`src/rtl/fb_pkg.sv`:
```
// Shared framebuffer types: FSM states, default burst length, pixel word.
// Common to the reader and the pattern/pixel writers.
package fb_pkg;

  typedef enum logic {
    IDLE = 1'b0,
    READ = 1'b1
  } fb_state_t;

  localparam int unsigned FB_BURST = 64;

  typedef logic [31:0] pixel_t;

endpackage

```
`src/rtl/wshb_if.sv`:
```
// Wishbone B4 pipelined bus bundle with clock and reset carried alongside.
interface wshb_if (
  input logic clk,
  input logic rst
);

  logic [31:0] adr;
  logic [31:0] dat_ms;
  logic [31:0] dat_sm;
  logic        ack;
  logic        cyc;
  logic        stb;
  logic        we;
  logic [3:0]  sel;
  logic [2:0]  cti;
  logic [1:0]  bte;

  modport master (
    input  clk, rst, dat_sm, ack,
    output adr, dat_ms, cyc, stb, we, sel, cti, bte
  );

  modport slave (
    input  clk, rst, adr, dat_ms, cyc, stb, we, sel, cti, bte,
    output dat_sm, ack
  );

endinterface

```
`src/rtl/fb_addr_gen.sv`:
```
// Raster pixel counter with matching byte address; wraps to BASE_ADR after
// the last pixel of the frame. Shared by the framebuffer reader and writers.
module fb_addr_gen
  import fb_pkg::*;
#(
  parameter int unsigned HDISP    = 800,
  parameter int unsigned VDISP    = 480,
  parameter logic [31:0] BASE_ADR = 32'h0
) (
  input  logic        clk,
  input  logic        rst,
  input  logic        inc,
  input  logic        clear,
  output logic [31:0] adr,
  output logic        last_pixel
);

  localparam int unsigned NPIX = HDISP * VDISP;
  localparam int unsigned PW   = $clog2(NPIX);

  logic [PW-1:0] pcnt;

  assign last_pixel = (pcnt == PW'(NPIX - 1));

  // clear wins over inc so a restart coinciding with an ack still lands on pixel 0
  always_ff @(posedge clk or posedge rst) begin
    if (rst) begin
      pcnt <= '0;
      adr  <= BASE_ADR;
    end else if (clear || (inc && last_pixel)) begin
      pcnt <= '0;
      adr  <= BASE_ADR;
    end else if (inc) begin
      pcnt <= pcnt + 1'b1;
      adr  <= adr + 32'd4;
    end
  end

endmodule

```
`src/rtl/fb_reader.sv`:
```
// Wishbone burst-read master streaming the framebuffer in raster order into
// the display pixel FIFO, paced by the FIFO almost-full flag.
module fb_reader
  import fb_pkg::*;
#(
  parameter int unsigned HDISP    = 800,
  parameter int unsigned VDISP    = 480,
  parameter int unsigned BURST    = FB_BURST,
  parameter logic [31:0] BASE_ADR = 32'h0
) (
  wshb_if.master wshb_ifm,
  input  logic   fifo_afull,
  input  logic   frame_start,
  output pixel_t fifo_wdata,
  output logic   fifo_write
);

  localparam int unsigned BW = $clog2(BURST) + 1;

  logic          clk;
  logic          rst;
  fb_state_t     state;
  fb_state_t     next_state;
  logic [BW-1:0] bcnt;
  logic          restart_pend;
  logic          stb_int;
  logic          accept;
  logic          burst_done;
  logic          last_pixel;
  logic          ag_clear;
  logic [31:0]   adr_int;

  assign clk = wshb_ifm.clk;
  assign rst = wshb_ifm.rst;

  assign accept     = stb_int && wshb_ifm.ack;
  assign burst_done = accept && ((bcnt == BW'(BURST - 1)) || last_pixel);

  // A restart is honoured either immediately in IDLE or at the end of the burst
  assign ag_clear = ((state == IDLE) && frame_start) ||
                    (burst_done && (restart_pend || frame_start));

  fb_addr_gen #(
    .HDISP   (HDISP),
    .VDISP   (VDISP),
    .BASE_ADR(BASE_ADR)
  ) u_addr_gen (
    .clk       (clk),
    .rst       (rst),
    .inc       (accept),
    .clear     (ag_clear),
    .adr       (adr_int),
    .last_pixel(last_pixel)
  );

  always_ff @(posedge clk or posedge rst) begin
    if (rst) state <= IDLE;
    else     state <= next_state;
  end

  always_comb begin
    next_state = state;
    case (state)
      IDLE:    if (!fifo_afull && !frame_start && !restart_pend) next_state = READ;
      READ:    if (burst_done) next_state = IDLE;
      default: next_state = IDLE;
    endcase
  end

  always_comb begin
    stb_int = (state == READ);
  end

  always_ff @(posedge clk or posedge rst) begin
    if (rst) begin
      bcnt         <= '0;
      restart_pend <= 1'b0;
    end else begin
      if (state == IDLE) bcnt <= '0;
      else if (accept)   bcnt <= bcnt + 1'b1;

      if (burst_done)                          restart_pend <= 1'b0;
      else if ((state == READ) && frame_start) restart_pend <= 1'b1;
    end
  end

  always_ff @(posedge clk or posedge rst) begin
    if (rst) begin
      fifo_write <= 1'b0;
      fifo_wdata <= '0;
    end else begin
      fifo_write <= accept;
      if (accept) fifo_wdata <= wshb_ifm.dat_sm;
    end
  end

  assign wshb_ifm.adr    = adr_int;
  assign wshb_ifm.dat_ms = '0;
  assign wshb_ifm.stb    = stb_int;
  assign wshb_ifm.cyc    = stb_int;
  assign wshb_ifm.we     = 1'b0;
  assign wshb_ifm.sel    = 4'b1111;
  assign wshb_ifm.cti    = 3'b000;
  assign wshb_ifm.bte    = 2'b00;

endmodule

```
`src/flat_wrapper.sv`:
```
// flat-port wrapper written by rule: the top's interface ports become plain ports
module fb_reader_flat import fb_pkg::*;
#(
  parameter int unsigned HDISP    = 800,
  parameter int unsigned VDISP    = 480,
  parameter int unsigned BURST    = FB_BURST,
  parameter logic [31:0] BASE_ADR = 32'h0
)
  (fifo_afull, frame_start, fifo_wdata, fifo_write, clk, rst, wshb_ifm_dat_sm, wshb_ifm_ack, wshb_ifm_adr, wshb_ifm_dat_ms, wshb_ifm_cyc, wshb_ifm_stb, wshb_ifm_we, wshb_ifm_sel, wshb_ifm_cti, wshb_ifm_bte);
  wshb_if wshb_ifm_i (.clk(clk), .rst(rst));
  input  logic fifo_afull;
  input  logic frame_start;
  output pixel_t fifo_wdata;
  output logic fifo_write;
  input wire logic clk;
  input wire logic rst;
  input wire logic [$bits(wshb_ifm_i.dat_sm)-1:0] wshb_ifm_dat_sm;
  input wire logic [$bits(wshb_ifm_i.ack)-1:0] wshb_ifm_ack;
  output wire logic [$bits(wshb_ifm_i.adr)-1:0] wshb_ifm_adr;
  output wire logic [$bits(wshb_ifm_i.dat_ms)-1:0] wshb_ifm_dat_ms;
  output wire logic [$bits(wshb_ifm_i.cyc)-1:0] wshb_ifm_cyc;
  output wire logic [$bits(wshb_ifm_i.stb)-1:0] wshb_ifm_stb;
  output wire logic [$bits(wshb_ifm_i.we)-1:0] wshb_ifm_we;
  output wire logic [$bits(wshb_ifm_i.sel)-1:0] wshb_ifm_sel;
  output wire logic [$bits(wshb_ifm_i.cti)-1:0] wshb_ifm_cti;
  output wire logic [$bits(wshb_ifm_i.bte)-1:0] wshb_ifm_bte;
  assign wshb_ifm_i.dat_sm = wshb_ifm_dat_sm;
  assign wshb_ifm_i.ack = wshb_ifm_ack;
  assign wshb_ifm_adr = wshb_ifm_i.adr;
  assign wshb_ifm_dat_ms = wshb_ifm_i.dat_ms;
  assign wshb_ifm_cyc = wshb_ifm_i.cyc;
  assign wshb_ifm_stb = wshb_ifm_i.stb;
  assign wshb_ifm_we = wshb_ifm_i.we;
  assign wshb_ifm_sel = wshb_ifm_i.sel;
  assign wshb_ifm_cti = wshb_ifm_i.cti;
  assign wshb_ifm_bte = wshb_ifm_i.bte;
  fb_reader #(.HDISP(HDISP), .VDISP(VDISP), .BURST(BURST), .BASE_ADR(BASE_ADR)) u_core (.wshb_ifm(wshb_ifm_i), .fifo_afull(fifo_afull), .frame_start(frame_start), .fifo_wdata(fifo_wdata), .fifo_write(fifo_write));
endmodule
```
`config.mk`:
```
export PLATFORM = sky130hd
export DESIGN_NAME = fb_reader_flat
export DESIGN_NICKNAME = d
export VERILOG_FILES = /design/src/rtl/fb_pkg.sv /design/src/rtl/wshb_if.sv /design/src/rtl/fb_addr_gen.sv /design/src/rtl/fb_reader.sv /design/src/flat_wrapper.sv
export SDC_FILE = /design/constraint.sdc
export NUM_CORES = 1
export LEC_CHECK = 0
export BUFFER_PORTS_ARGS = -buffer_cell sky130_fd_sc_hd__clkbuf_2
export CAP_MARGIN = 0
export CORE_MARGIN = 2
export CORE_UTILIZATION = 39
export CTS_BUF_LIST = sky130_fd_sc_hd__clkbuf_2
export DETAILED_ROUTE_END_ITERATION = 6
export GPL_ROUTABILITY_DRIVEN = 0
export PLACE_DENSITY = 0.72
export SLEW_MARGIN = 20
export SYNTH_ARGS = -nofsm -noshare
export SYNTH_HDL_FRONTEND = slang
export SYNTH_SLANG_ARGS = --single-unit
```
`constraint.sdc`:
```
create_clock -name clk -period 2.5 [get_ports clk]
set_input_delay 0 -clock clk [delete_from_list [all_inputs] [get_ports clk]]
set_output_delay 0 -clock clk [all_outputs]
set_load 0.05 [all_outputs]
```
# Yosys cells after proc, flatten, opt, wreduce, memory -nomap -nowiden
# Cells that the tools add are included.
# Widths: inputs -> output; s select.
[totals] regBits=93 in_bits=37 word_cells=42
[classes] add_sub_neg=3 n_eq_ne=3 n_mux=11 n_bitwise=1 reduce_logical=17
[ops] operator="$mux 32" n=2
[ops] operator="$mux 19" n=2
[ops] operator="$add 32x3->32 const B" n=1
[ops] operator="$add 19x1->19 const B" n=1
[ops] operator="$eq 19x19->1 const B" n=1
[ops] operator="$mux 7" n=2
[ops] operator="$logic_and 1x1->1" n=8
[ops] operator="$add 7x1->7 const B" n=1
[ops] operator="$eq 7x6->1 const B" n=1
[ops] operator="$logic_or 1x1->1" n=4
[ops] operator="$mux 1" n=4
[ops] operator="$reduce_bool 2->1" n=2
[ops] operator="$logic_not 1->1" n=3
[ops] operator="$ne 2x2->1 const B" n=1
[ops] operator="$pmux 1 s2" n=1
[ops] operator="$not 1->1" n=1

# Logic depth before layout (Yosys ltp)
# Gate-level depths: netlist (run 1).
[logic_depth] word_depth=7 depth_mapped=7

# Hierarchy
# From an unflattened synthesis (run 1), not the netlist that was laid out.
[hier_totals] hier_cells=442 hier_area_um2=4658.2
[by_module_without_submodules] module="fb_addr_gen" instances=1 cells_per_inst=285 area_each_um2=2657.5 seq_area_each_um2=1226.2
[by_module_without_submodules] module="fb_reader" instances=1 cells_per_inst=157 area_each_um2=2000.7 seq_area_each_um2=1051.0

# Worst setup path after synthesis (run 1)
# No wires, ideal clock.
[synth_timing] path_kind="reg-to-reg" start="register u_core.u_addr_gen.adr[2]" end="register u_core.u_addr_gen.adr[22]" arrival_time_ns=1.996 setup_slack_ns=0.417 stages_incl_launch_ff=7 n_path_buf=1 cell_sequence="dfrtp_1 ha_1 nand3_1 nand2b_1 buf_2 or4_1 a22oi_1"
[synth_between] elab_chain_cells=3
[synth_lines] element="from (decl)" line_no="fb_addr_gen.sv:14" source="output logic [31:0] adr,"
[synth_lines] element="from (signal assigned)" line_no="fb_addr_gen.sv:35" source="adr <= adr + 32'd4;"
[synth_lines] element="$add 32x3->32" line_no="fb_addr_gen.sv:35"
[synth_lines] element="$mux 32" line_no="fb_addr_gen.sv:33" source="end else if (inc) begin"
[synth_lines] element="$mux 32" line_no="fb_addr_gen.sv:30" source="end else if (clear || (inc && last_pixel)) begin"
# No other way between the ends. The select of a mux whose other input is x is not followed.
# A chain may end at the register's enable or synchronous reset.

# Final worst setup path (run 1)
[layout_timing] start="register u_core.state, in the netlist u_core.wshb_ifm.cyc" end="register u_core.u_addr_gen.pcnt[16]"
[layout_between] elab_chain_cells=6
[layout_lines] element="from (decl)" line_no="fb_reader.sv:22" source="fb_state_t state;"
[layout_lines] element="from (signal assigned)" line_no="fb_reader.sv:58" source="else state <= next_state;"
[layout_lines] element="$logic_and 1x1->1" line_no="fb_reader.sv:36" source="assign accept = stb_int && wshb_ifm.ack;"
[layout_lines] element="$logic_and 1x1->1" line_no="fb_reader.sv:37" source="assign burst_done = accept && ((bcnt == BW'(BURST - 1)) || last_pixel);"
[layout_lines] element="$logic_and 1x1->1" line_no="fb_reader.sv:41" source="(burst_done && (restart_pend || frame_start));"
[layout_lines] element="$logic_or 1x1->1" line_no="fb_reader.sv:40" source="assign ag_clear = ((state == IDLE) && frame_start) ||"
[layout_lines] element="$logic_or 1x1->1" line_no="fb_addr_gen.sv:30"
[layout_lines] element="$mux 19 / $reduce_bool 2->1 (equally long branches)"
[layout_lines] element="to (signal assigned)" line_no="fb_addr_gen.sv:34" source="pcnt <= pcnt + 1'b1;"
[layout_lines] element="to (decl)" line_no="fb_addr_gen.sv:21" source="logic [PW-1:0] pcnt;"
# Several ways; a longest one is shown, not always the timed one.

==> results of run 1 <==
registers in the layout, summed over array words and instances (netlist names):
register	cells
u_core.fifo_wdata	32
u_core.u_addr_gen.adr	30
u_core.u_addr_gen.pcnt	19
u_core.bcnt	7
u_core.fifo_write	1
u_core.restart_pend	1
u_core.wshb_ifm.cyc	1
power by group:
group / total, W / internal, W / switching, W
Combinational: 0.00123 / 0.000294 / 0.000934
Sequential: 0.00179 / 0.00164 / 0.000146
Clock: 0.000981 / 0.000436 / 0.000545
cell families (layout without fill, tap and decap cells):
logic type                 after synthesis  in the layout  share of synthesized area
buffers and inverters                   78            169                      0.100
muxes                                    3              3                    0.00653
DFF                                     91             91                      0.475
other                                    2             45                    0.00157
AOI/OAI and AO/OA                       90             90                      0.130
and+or+nand+nor                        225            225                      0.239
xor gates and xnor gates                22             22                     0.0402
adders and majority gates                3              3                    0.00784
worst register-to-register path, delay by kind of cell (launching register included):
kind	cells	cell delay, ns
buffers and inverters	1	0.28
AO/OA/AOI/OAI	1	0.19
flip-flops	1	0.44
AND/OR/NAND/NOR	2	0.73
multiplexers	1	0.33
layout make-up:
type	instances	area [um^2]	area share
repair buffers	148	978	0.168
well taps	147	184	0.0316
clock buffers	9	45.0	0.00774
flip-flops and latches	91	2280	0.391
diodes	1	2.50	0.000430
inverters	5	20.0	0.00344
multi-input cells	387	2190	0.376
clock inverters	7	123	0.0211
how the worst max path moves through the flow:
stage	startpoint	to	slack, ns
final	u_core.wshb_ifm.cyc	u_core.u_addr_gen.pcnt[16]	0.47
after global routing	u_core.u_addr_gen.adr[2]	u_core.u_addr_gen.adr[19]	0.29
after CTS	u_core.wshb_ifm.cyc	u_core.u_addr_gen.pcnt[13]	0.47
after detailed placement	u_core.wshb_ifm.cyc	u_core.u_addr_gen.pcnt[17]	0.51
after global placement	u_core.wshb_ifm.cyc	u_core.u_addr_gen.pcnt[17]	0.56
after floorplan	rst	u_core.bcnt[0]	0.14
per-layer routing:
| metal | track usage | up-vias | routed length, um |
|---|---|---|---|
| met3 | 0.0416 | 19 | 835 |
| met1 | 0.243 | 2030 | 5270 |
| met4 | 0.0731 | 0 | 251 |
| li1 | - | 1995 | - |
| met2 | 0.297 | 160 | 5640 |
| met5 | 0 | - | 0 |
placed cells by master (no fill, tap or decap), types with 5 or more instances in the layout:
master,instances
xor2_1,16
o31ai_1,21
a21oi_1,20
and3_1,8
buf_4,7
dfrtp_1,91
a22oi_1,23
clkbuf_2,110
o21ai_0,11
nor4_1,5
or4_1,20
nand3_1,21
or3_1,11
dlygate4sd3_1,38
and2_1,7
xnor2_1,6
conb_1,44
and4_1,7
nand4_1,18
nand2_1,116
synth_stat cells (2+ instances only):
master    instances
inv_1             4
o31a_1            3
and2_1            7
buf_1             4
dfrtp_1          91
mux2i_1           2
or3_1            11
buf_2            10
a22oi_2           2
or4_1            20
o21ai_0          11
buf_4            46
and4_1            7
o31ai_1          21
nor4_1            5
a32o_1            2
nand3_1          21
conb_1            2
and3_1            8
xnor2_1           6
nand4_1          18
clkbuf_1         12
a21oi_1          20
or2_2             2
a21boi_0          3
nor2_1            2
xor2_1           16
a22oi_1          23
ha_1              3
nand2_1         116
through the flow:
step | power [W] | setup slack [ns] | util
5_1_grt | 0.00419 | 0.287 | 0.485
2_1_floorplan | 0.00274 | 0.136 | -
3_5_place_dp | 0.00298 | 0.510 | 0.439
6_report | 0.00399 | 0.472 | 0.485
4_1_cts | 0.00401 | 0.475 | 0.484
3_3_place_gp | 0.00295 | 0.564 | 0.439
==> qor.txt, run 1 <==
status = complete, no violations
worst path required time = 3.02 ns
Hold Fails Final Rpt = 0
slowest CP cell = or4_1
Worst slew margin = 0.605
max incr delay on CP = 0.54 ns
gr usage total = 0.184
Starting Density = 0.399
EDFF count, synth = 0
Synth Instances = 514
global route overflow = 0
flops & latches, synth = 91
Final setup viols = 0
H-tree depth = 3
RSZ-0062 raised after global routing = no
critical path endpoint category = register
CP max FO = 20
crit path DAT = 2.54 ns
Final nets = 682
PwrDens = 686 mW/mm^2
yosys warns = 0
post-layout min period = 2.03 ns
WHS = 0.134 ns
HPWL Detailed = 7.57 mm
IO Port Bufs = 101
setup bufs post-CTS = 0
sequential fraction of the synthesis area = 0.475
vias = 4,204
aggregate routed wire length = 12.0 mm
layout cell share with drive strength beyond 1 = 0.213
Via density = 5.29
critical-path cell list = mux2_2 > buf_4 > nand2_1 > or4_1 > a22oi_1
crit path kind = register to register
Pleak = 2.90 nW
r2r endpoint = u_core.u_addr_gen.pcnt[16]
Worst R2R Setup Slack = 0.47 ns
highest clock rate = 493 MHz
share of the synthesized area in the top cell type = 0.475
Register-to-Register Path Depth = 5
hold path start = wshb_ifm_dat_sm[24]
Finished Layout Cells = 795
Post-synth ARST share = 1.00
hold endpoint = u_core.fifo_wdata[24]
antenna-violating nets left = 0
WL per Instance = 15.1 um
TritonCTS clock tree = yes
synthesis-to-layout area growth = 21.5%
crit-path leading delay family = simple AND/OR/NAND/NOR gates
FILL cells = 1,082
CTS sink cnt = 91
Die W = 115 um
CTS root buffer = clkbuf_2
Distinct cells, synth = 46
first-pass GRT wire length = 19.3 mm
clk slew on worst S/H paths = 0.26 ns
CP startpoint kind = register
antenna violations before repair = 1
total negative slack = 0 ns
Crit path buffers/inverters = 1
min-delay worst type = input pin to register
die height = 115 um
Clock Skew = 0.0185 ns
CTS Buf Count = 9
full die area = 0.0132 mm^2
top_reg_cell synth = dfrtp_1
number of max-cap violations = 0
Finished Cell Area = 0.00582 mm^2
r2r startpoint = u_core.wshb_ifm.cyc
hold depth = 4
Yosys top cell by area = dfrtp_1
clock buffer depth = 2
floorplan core area = 0.0120 mm^2
critical path depth in cells = 5
pin count of the biggest net entering global routing = 92
first-pass iteration count of the detailed router = 5
period utilization = 0.811
Slew Limit Fails = 0
hold_buf cts = 38
Synth area leaders = dfrtp_1, nand2_1, buf_4, a22oi_1, o31ai_1
Peak VDD IR = 477 uV
# DRC = 0
DR iter-0 viols = 352
clk_lat worst skew = 0.58 ns
Mapped Area = 0.00479 mm^2
FP Rows = 40
Area after DPL = 0.00527 mm^2
# resized after CTS = 0
num ports = 146
vias in the first global route = 3,952
Avg Inst Size Synth = 9.32 um^2
worst-margin pin slew = 0.576 ns
Placed Instances = 740
Power figures use the tool's default switching activity.
==> run 2, diff against run 1 <==
Clock period 2.5 ns to 1.66 ns, I/O delays scaled along.
==> run 2 against run 1 <==
Compared with the run above: flip-flop and latch count stayed put; the flow now finishes with violations (negative setup slack); register-to-register slack worse by 0.72 ns; fmax increased by 6.2%; cell count increased by 8.2%; non-clock buffer count up 66; combinational power up 82%; clock skew increased by 0.022 ns; sequential share of layout area is 3.9 points lower; critical path depth increased by 1; global-route usage increased by 1.9 points; largest power group unchanged; clock power barely moved.
==> qor.txt, run 2 (same netlist as run 1, synthesis figures left out) <==
commonest non-fill, non-tap cell in the layout = nand2_1
HPWL Detailed = 8.52 mm (+13%)
num ports = 146 (unchanged)
worst-margin pin slew = 0.497 ns (-0.0794 ns)
antenna-violating nets left = 0 (unchanged)
RSZ-0062 raised after global routing = yes
layout cell share with drive strength beyond 1 = 0.374 (+0.161)
max reg flops = 32 (unchanged)
min-delay worst type = input pin to register
# DRC = 0 (unchanged)
pin count of the biggest net entering global routing = 66 (-28%)
vias = 4,571 (+8.7%)
period utilization = 1.15 (+0.339)
Final setup viols = 49 (+49)
Pleak = 3.25 nW (+12%)
aggregate routed wire length = 13.3 mm (+11%)
highest clock rate = 524 MHz (+6.2%)
met3 wire length = 894 um (+7.1%)
Final nets = 748 (+9.7%)
synthesis-to-layout area growth = 36.8%
CTS sink cnt = 91 (unchanged)
CP startpoint kind = register
gr usage total = 0.204 (+0.0193)
Die W = 115 um (unchanged)
CTS root buffer = clkbuf_2
Slew Limit Fails = 0 (unchanged)
Largest regs = u_core.fifo_wdata (32), u_core.u_addr_gen.adr (30), u_core.u_addr_gen.pcnt (19)
slowest CP cell = dfrtp_1
FILL cells = 1,035 (-4.3%)
H-tree depth = 3 (unchanged)
Clock Skew = 0.0403 ns (+0.0218 ns)
Peak VDD IR = 820 uV (+72%)
Diodes inserted = 0 (-1)
area of the multi-input gates = 0.00238 mm^2 (+8.6%)
worst path required time = 2.13 ns (-0.89 ns)
Hold Fails Final Rpt = 0 (unchanged)
crit path kind = register to register
Max Used Layer = met4
IO Port Bufs = 101 (unchanged)
cell mode on critical path = or3_4
vias in the first global route = 4,436 (+12%)
critical path endpoint category = register
WL met2 = 6.34 mm (+12%)
number of max-cap violations = 0 (unchanged)
CTS Buf Count = 9 (unchanged)
Placed Instances = 800 (+8.1%)
global route overflow = 0 (unchanged)
largest register by flop count = u_core.fifo_wdata
max incr delay on CP = 0.45 ns (-0.09 ns)
PwrDens = 898 mW/mm^2 (+31%)
floorplan core area = 0.0120 mm^2 (unchanged)
post-layout min period = 1.91 ns (-0.119 ns)
crit-path leading delay family = simple AND/OR/NAND/NOR gates
WL per Instance = 15.4 um (+2.2%)
CP max FO = 8 (-60%)
first-pass iteration count of the detailed router = 5 (unchanged)
post-route met1 wirelength = 5.79 mm (+9.9%)
post-route setup slack = -0.249 ns (-0.721 ns)
antenna violations before repair = 0 (-1)
Via density = 5.32 (+0.51%)
crit path DAT = 2.38 ns (-0.16 ns)
status = finished, violations left
WHS = 0.124 ns (-0.00955 ns)
most frequent cells in the layout = nand2_1, clkbuf_2, buf_4, dfrtp_1, conb_1
Starting Density = 0.399 (unchanged)
failing checks = negative setup slack
clk_lat worst skew = 0.60 ns (+0.02 ns)
DR iter-0 viols = 281 (-20%)
FP Rows = 40 (unchanged)
clock buffer depth = 2 (unchanged)
TritonCTS clock tree = yes
die height = 115 um (unchanged)
first-pass GRT wire length = 21.5 mm (+11%)
Worst slew margin = 0.666 (+0.0609)
full die area = 0.0132 mm^2 (unchanged)
Setup WS pre-CTS = -0.163 ns (-0.672 ns)
Finished Layout Cells = 860 (+8.2%)
critical-path cell list = or3_4 > or3_4 > o21ai_4 > buf_12 > clkbuf_16 > a22oi_1
Crit path buffers/inverters = 2 (+1)
clk slew on worst S/H paths = 0.27 ns (about the same)
final core utilization = 0.545 (+0.0608)
FF+latch area = 0.00231 mm^2 (+1.4%)
[run 2: final timing paths]
path                                            start                         end  slack [ns]  cells after the start
setup / recovery           u_core.u_addr_gen.pcnt[13]   u_core.u_addr_gen.adr[22]       -0.25                      6
min in group asynchronous                         rst  u_core.u_addr_gen.pcnt[15]        0.62                      5
hold reg to reg                 u_core.fifo_wdata[12]       u_core.fifo_wdata[12]        0.51                      2
setup reg to reg           u_core.u_addr_gen.pcnt[13]   u_core.u_addr_gen.adr[22]       -0.25                      6
hold / removal                    wshb_ifm_dat_sm[30]       u_core.fifo_wdata[30]        0.12                      4
max in group asynchronous                         rst   u_core.u_addr_gen.adr[24]        0.73                      5
[run 2: layer usage]
| metal | track usage | vias to the layer above |
|---|---|---|
| li1 | - | 2137 |
| met1 | 0.267 | 2238 |
| met2 | 0.329 | 177 |
| met3 | 0.0464 | 19 |
| met4 | 0.0795 | 0 |
| met5 | 0 | - |
[run 2: stage by stage]
| stage | power (W) | instance area, um^2 | setup TNS (ns) |
|---|---|---|---|
| 6_report | 0.00588 | 6550 | -8.73 |
| 3_3_place_gp | 0.00470 | 5880 | -3.40 |
| 4_1_cts | 0.00580 | 6400 | -5.31 |
| 3_5_place_dp | 0.00474 | 5880 | -5.71 |
| 2_1_floorplan | 0.00423 | 5180 | -3.92 |
| 5_1_grt | 0.00620 | 6550 | -10.84 |
[run 2: power by group]
part	switching [W]	internal (W)
sequential	0.000186	0.00248
clock	0.000786	0.000192
combinational	0.00155	0.000689
total	0.00253	0.00336
[run 2: final cells by class]
| type | count | share of cell area |
|---|---|---|
| Inverter | 5 | 0.00382 |
| Multi-Input combinational cell | 387 | 0.363 |
| Timing Repair Buffer | 214 | 0.239 |
| Sequential cell | 91 | 0.353 |
| Clock inverter | 7 | 0.00688 |
| Clock buffer | 9 | 0.00688 |
| Tap cell | 147 | 0.0281 |
[run 2: timing repair]
item	4_1_cts	5_1_grt
setup endpoints to repair	49	52
resized for setup	13	14
pin swaps	8	10
endpoints found under the hold margin	139	0
gates cloned	0	3
hold buffers	38	0
setup buffers	1	3
[run 2: worst register-to-register path, cell delays in order (launching register included)]
cell       delay, ns
dfrtp_1         0.45
or3_4           0.38
or3_4           0.37
o21ai_4         0.18
buf_12          0.17
clkbuf_16       0.16
a22oi_1         0.08
==> run 3, diff against run 2 <==
Settings changed: PLACE_DENSITY 0.72 to 0.69.
Clock period 1.66 ns to 2.4 ns, I/O delays scaled along.
==> run 3 against run 2 <==
Compared with the run above: the run now ends clean; sequential share of layout area grew 4.5 points; global-route usage shrank 1.9 points; utilization down 6.9 points; worst setup slack better by 0.50 ns; first-iteration DRC count up 35%; cell count fell by 7.8%; clock skew is 0.0032 ns higher.
==> qor.txt, run 3 (same netlist as run 1, synthesis figures left out) <==
full die area = 0.0132 mm^2 (unchanged)
WL per Instance = 14.6 um (-5.5%)
Int Power = 0.00215 W (-36%)
RSZ-0062 raised after global routing = no
PwrDens = 661 mW/mm^2 (-26%)
Final nets = 681 (-9.0%)
FP Rows = 40 (unchanged)
die height = 115 um (unchanged)
clk slew on worst S/H paths = 0.24 ns (-0.03 ns)
Register-to-Register Path Depth = 5 (-1)
CTS root buffer = clkbuf_2
Worst Setup SP = u_core.u_addr_gen.adr[2]
H-tree depth = 3 (unchanged)
antenna violations before repair = 0 (unchanged)
Via density = 5.22 (-1.9%)
CP max FO = 21 (+13)
sw power = 0.00163 W (-35%)
Clock Skew = 0.0436 ns (+0.00321 ns)
status = complete, no violations
most frequent cells in the layout = nand2_1, clkbuf_2, dfrtp_1, conb_1, dlygate4sd3_1
post-route met1 wirelength = 5.11 mm (-12%)
layout cell share with drive strength beyond 1 = 0.209 (-0.165)
Die W = 115 um (unchanged)
crit path DAT = 2.65 ns (+0.27 ns)
Area after DPL = 0.00526 mm^2 (-10%)
antenna-violating nets left = 0 (unchanged)
IO Port Bufs = 101 (unchanged)
Pleak = 2.87 nW (-12%)
Finished Cell Area = 0.00573 mm^2 (-13%)
first-pass GRT wire length = 19.4 mm (-9.8%)
FILL cells = 1,100 (+6.3%)
first-pass iteration count of the detailed router = 4 (-1)
CTS sink cnt = 91 (unchanged)
worst-margin pin slew = 0.680 ns (+0.183 ns)
highest clock rate = 466 MHz (-11%)
met3 wire length = 932 um (+4.3%)
crit path kind = register to register
Max Used Layer = met4
Critical Path End = u_core.u_addr_gen.adr[26]
pin count of the biggest net entering global routing = 85 (+29%)
Comb power frac = 0.335 (-0.046)
CP startpoint kind = register
Hold Fails Final Rpt = 0 (unchanged)
critical path endpoint category = register
Reg power frac = 0.489 (+0.037)
largest register by flop count = u_core.fifo_wdata
worst path required time = 2.91 ns (+0.78 ns)
gr usage total = 0.184 (-0.0191)
clk_lat worst skew = 0.59 ns (about the same)
aggregate routed wire length = 11.6 mm (-13%)
setup bufs post-CTS = 0 (-1)
HPWL Detailed = 7.28 mm (-15%)
r2r startpoint = u_core.u_addr_gen.adr[2]
commonest non-fill, non-tap cell in the layout = nand2_1
Worst slew margin = 0.547 (-0.119)
max reg flops = 32 (unchanged)
DR iter-0 viols = 380 (+35%)
min-delay worst type = input pin to register
total negative slack = 0 ns (+8.73 ns)
r2r endpoint = u_core.u_addr_gen.adr[26]
Slew Limit Fails = 0 (unchanged)
period utilization = 0.894 (-0.256)
vias = 4,136 (-9.5%)
num ports = 146 (unchanged)
clock power share = 0.176 (+0.010)
Peak VDD IR = 375 uV (-54%)
Switching Share = 0.432 (+0.00238)
Final setup viols = 0 (-100%)
Largest regs = u_core.fifo_wdata (32), u_core.u_addr_gen.adr (30), u_core.u_addr_gen.pcnt (19)
global route overflow = 0 (unchanged)
synthesis-to-layout area growth = 19.6%
WL met2 = 5.34 mm (-16%)
Diodes inserted = 0 (unchanged)
clock buffer depth = 2 (unchanged)
# DRC = 0 (unchanged)
TritonCTS clock tree = yes
vias in the first global route = 3,918 (-12%)
final core utilization = 0.477 (-0.0685)
Starting Density = 0.399 (unchanged)
post-layout min period = 2.15 ns (+0.237 ns)
number of max-cap violations = 0 (unchanged)
floorplan core area = 0.0120 mm^2 (unchanged)
Worst R2R Setup Slack = 0.25 ns (+0.50 ns)
CTS Buf Count = 9 (unchanged)
==> run 3: cell types whose count changed in the layout (fill, tap and decap cells not counted), moves of 3 or more <==
cell,before,now
a21oi_1,3,20
a21oi_2,17,0
and4_1,4,7
and4_4,3,0
buf_12,5,2
buf_4,67,6
clkbuf_16,3,0
dfrtp_1,65,91
dfrtp_2,26,0
nand2_1,113,116
==> run 3: per-layer routing <==
layer	GRT usage	vias up
met5	0	-
met4	0.0651	0
met3	0.0559	13
met2	0.290	166
met1	0.243	1963
li1	-	1994
==> run 3: power by group through the flow <==
stage                     Clock, W  Combinational, W  Sequential, W
after floorplan                  0          0.000563        0.00229
after global placement           0           0.00121        0.00186
after detailed placement         0           0.00122        0.00188
after CTS                 0.000702           0.00127        0.00185
after global routing      0.000767           0.00137        0.00189
final                     0.000665           0.00127        0.00185
==> run 3: worst min-delay path by stage <==
| stage | from | to | slack (ns) | cells after the start |
|---|---|---|---|---|
| CTS | wshb_ifm_dat_sm[5] | u_core.fifo_wdata[5] | 0.07 | 4 |
| finish | wshb_ifm_dat_sm[2] | u_core.fifo_wdata[2] | 0.13 | 4 |
| global route | wshb_ifm_dat_sm[13] | u_core.fifo_wdata[13] | 0.07 | 4 |
| detailed placement | rst | u_core.fifo_wdata[29] | -0.12 | 2 |
| global placement | rst | u_core.fifo_wdata[30] | -0.12 | 2 |
| floorplan | wshb_ifm_dat_sm[0] | u_core.fifo_wdata[0] | 0.11 | 2 |
==> run 3: per-stage QoR <==
stage,total power (W),setup slack (ns),hold slack (ns),instances
6_report,0.00379,0.254,0.129,793
5_1_grt,0.00402,0.0192,0.0704,793
3_3_place_gp,0.00307,0.352,-0.121,739
4_1_cts,0.00382,0.232,0.0709,793
2_1_floorplan,0.00286,0.0364,0.105,556
3_5_place_dp,0.00310,0.288,-0.120,739
==> run 3: layout make-up <==
| cell class | count | area, um^2 | share of cell area |
|---|---|---|---|
| Multi-Input combinational cell | 387 | 2190 | 0.382 |
| Inverter | 5 | 20.0 | 0.00349 |
| Timing Repair Buffer | 147 | 971 | 0.170 |
| Clock buffer | 11 | 55.1 | 0.00961 |
| Clock inverter | 5 | 30.0 | 0.00524 |
| Tap cell | 147 | 184 | 0.0321 |
| Sequential cell | 91 | 2280 | 0.398 |
==> run 3: worst max-delay path, stage by stage (launching register included) <==
cell and delay, ns:
dfrtp_1 0.48, ha_1 0.19, nand3_1 0.12, nand2b_1 0.48
or4_1 0.63, a22oi_1 0.17
==> run 3: what timing repair did <==
| action | in CTS | in global routing |
|---|---|---|
| gates resized for setup | 0 | 0 |
| hold endpoints to repair | 141 | 0 |
| endpoints found under the setup margin | 0 | 0 |
| hold buffers | 38 | 0 |
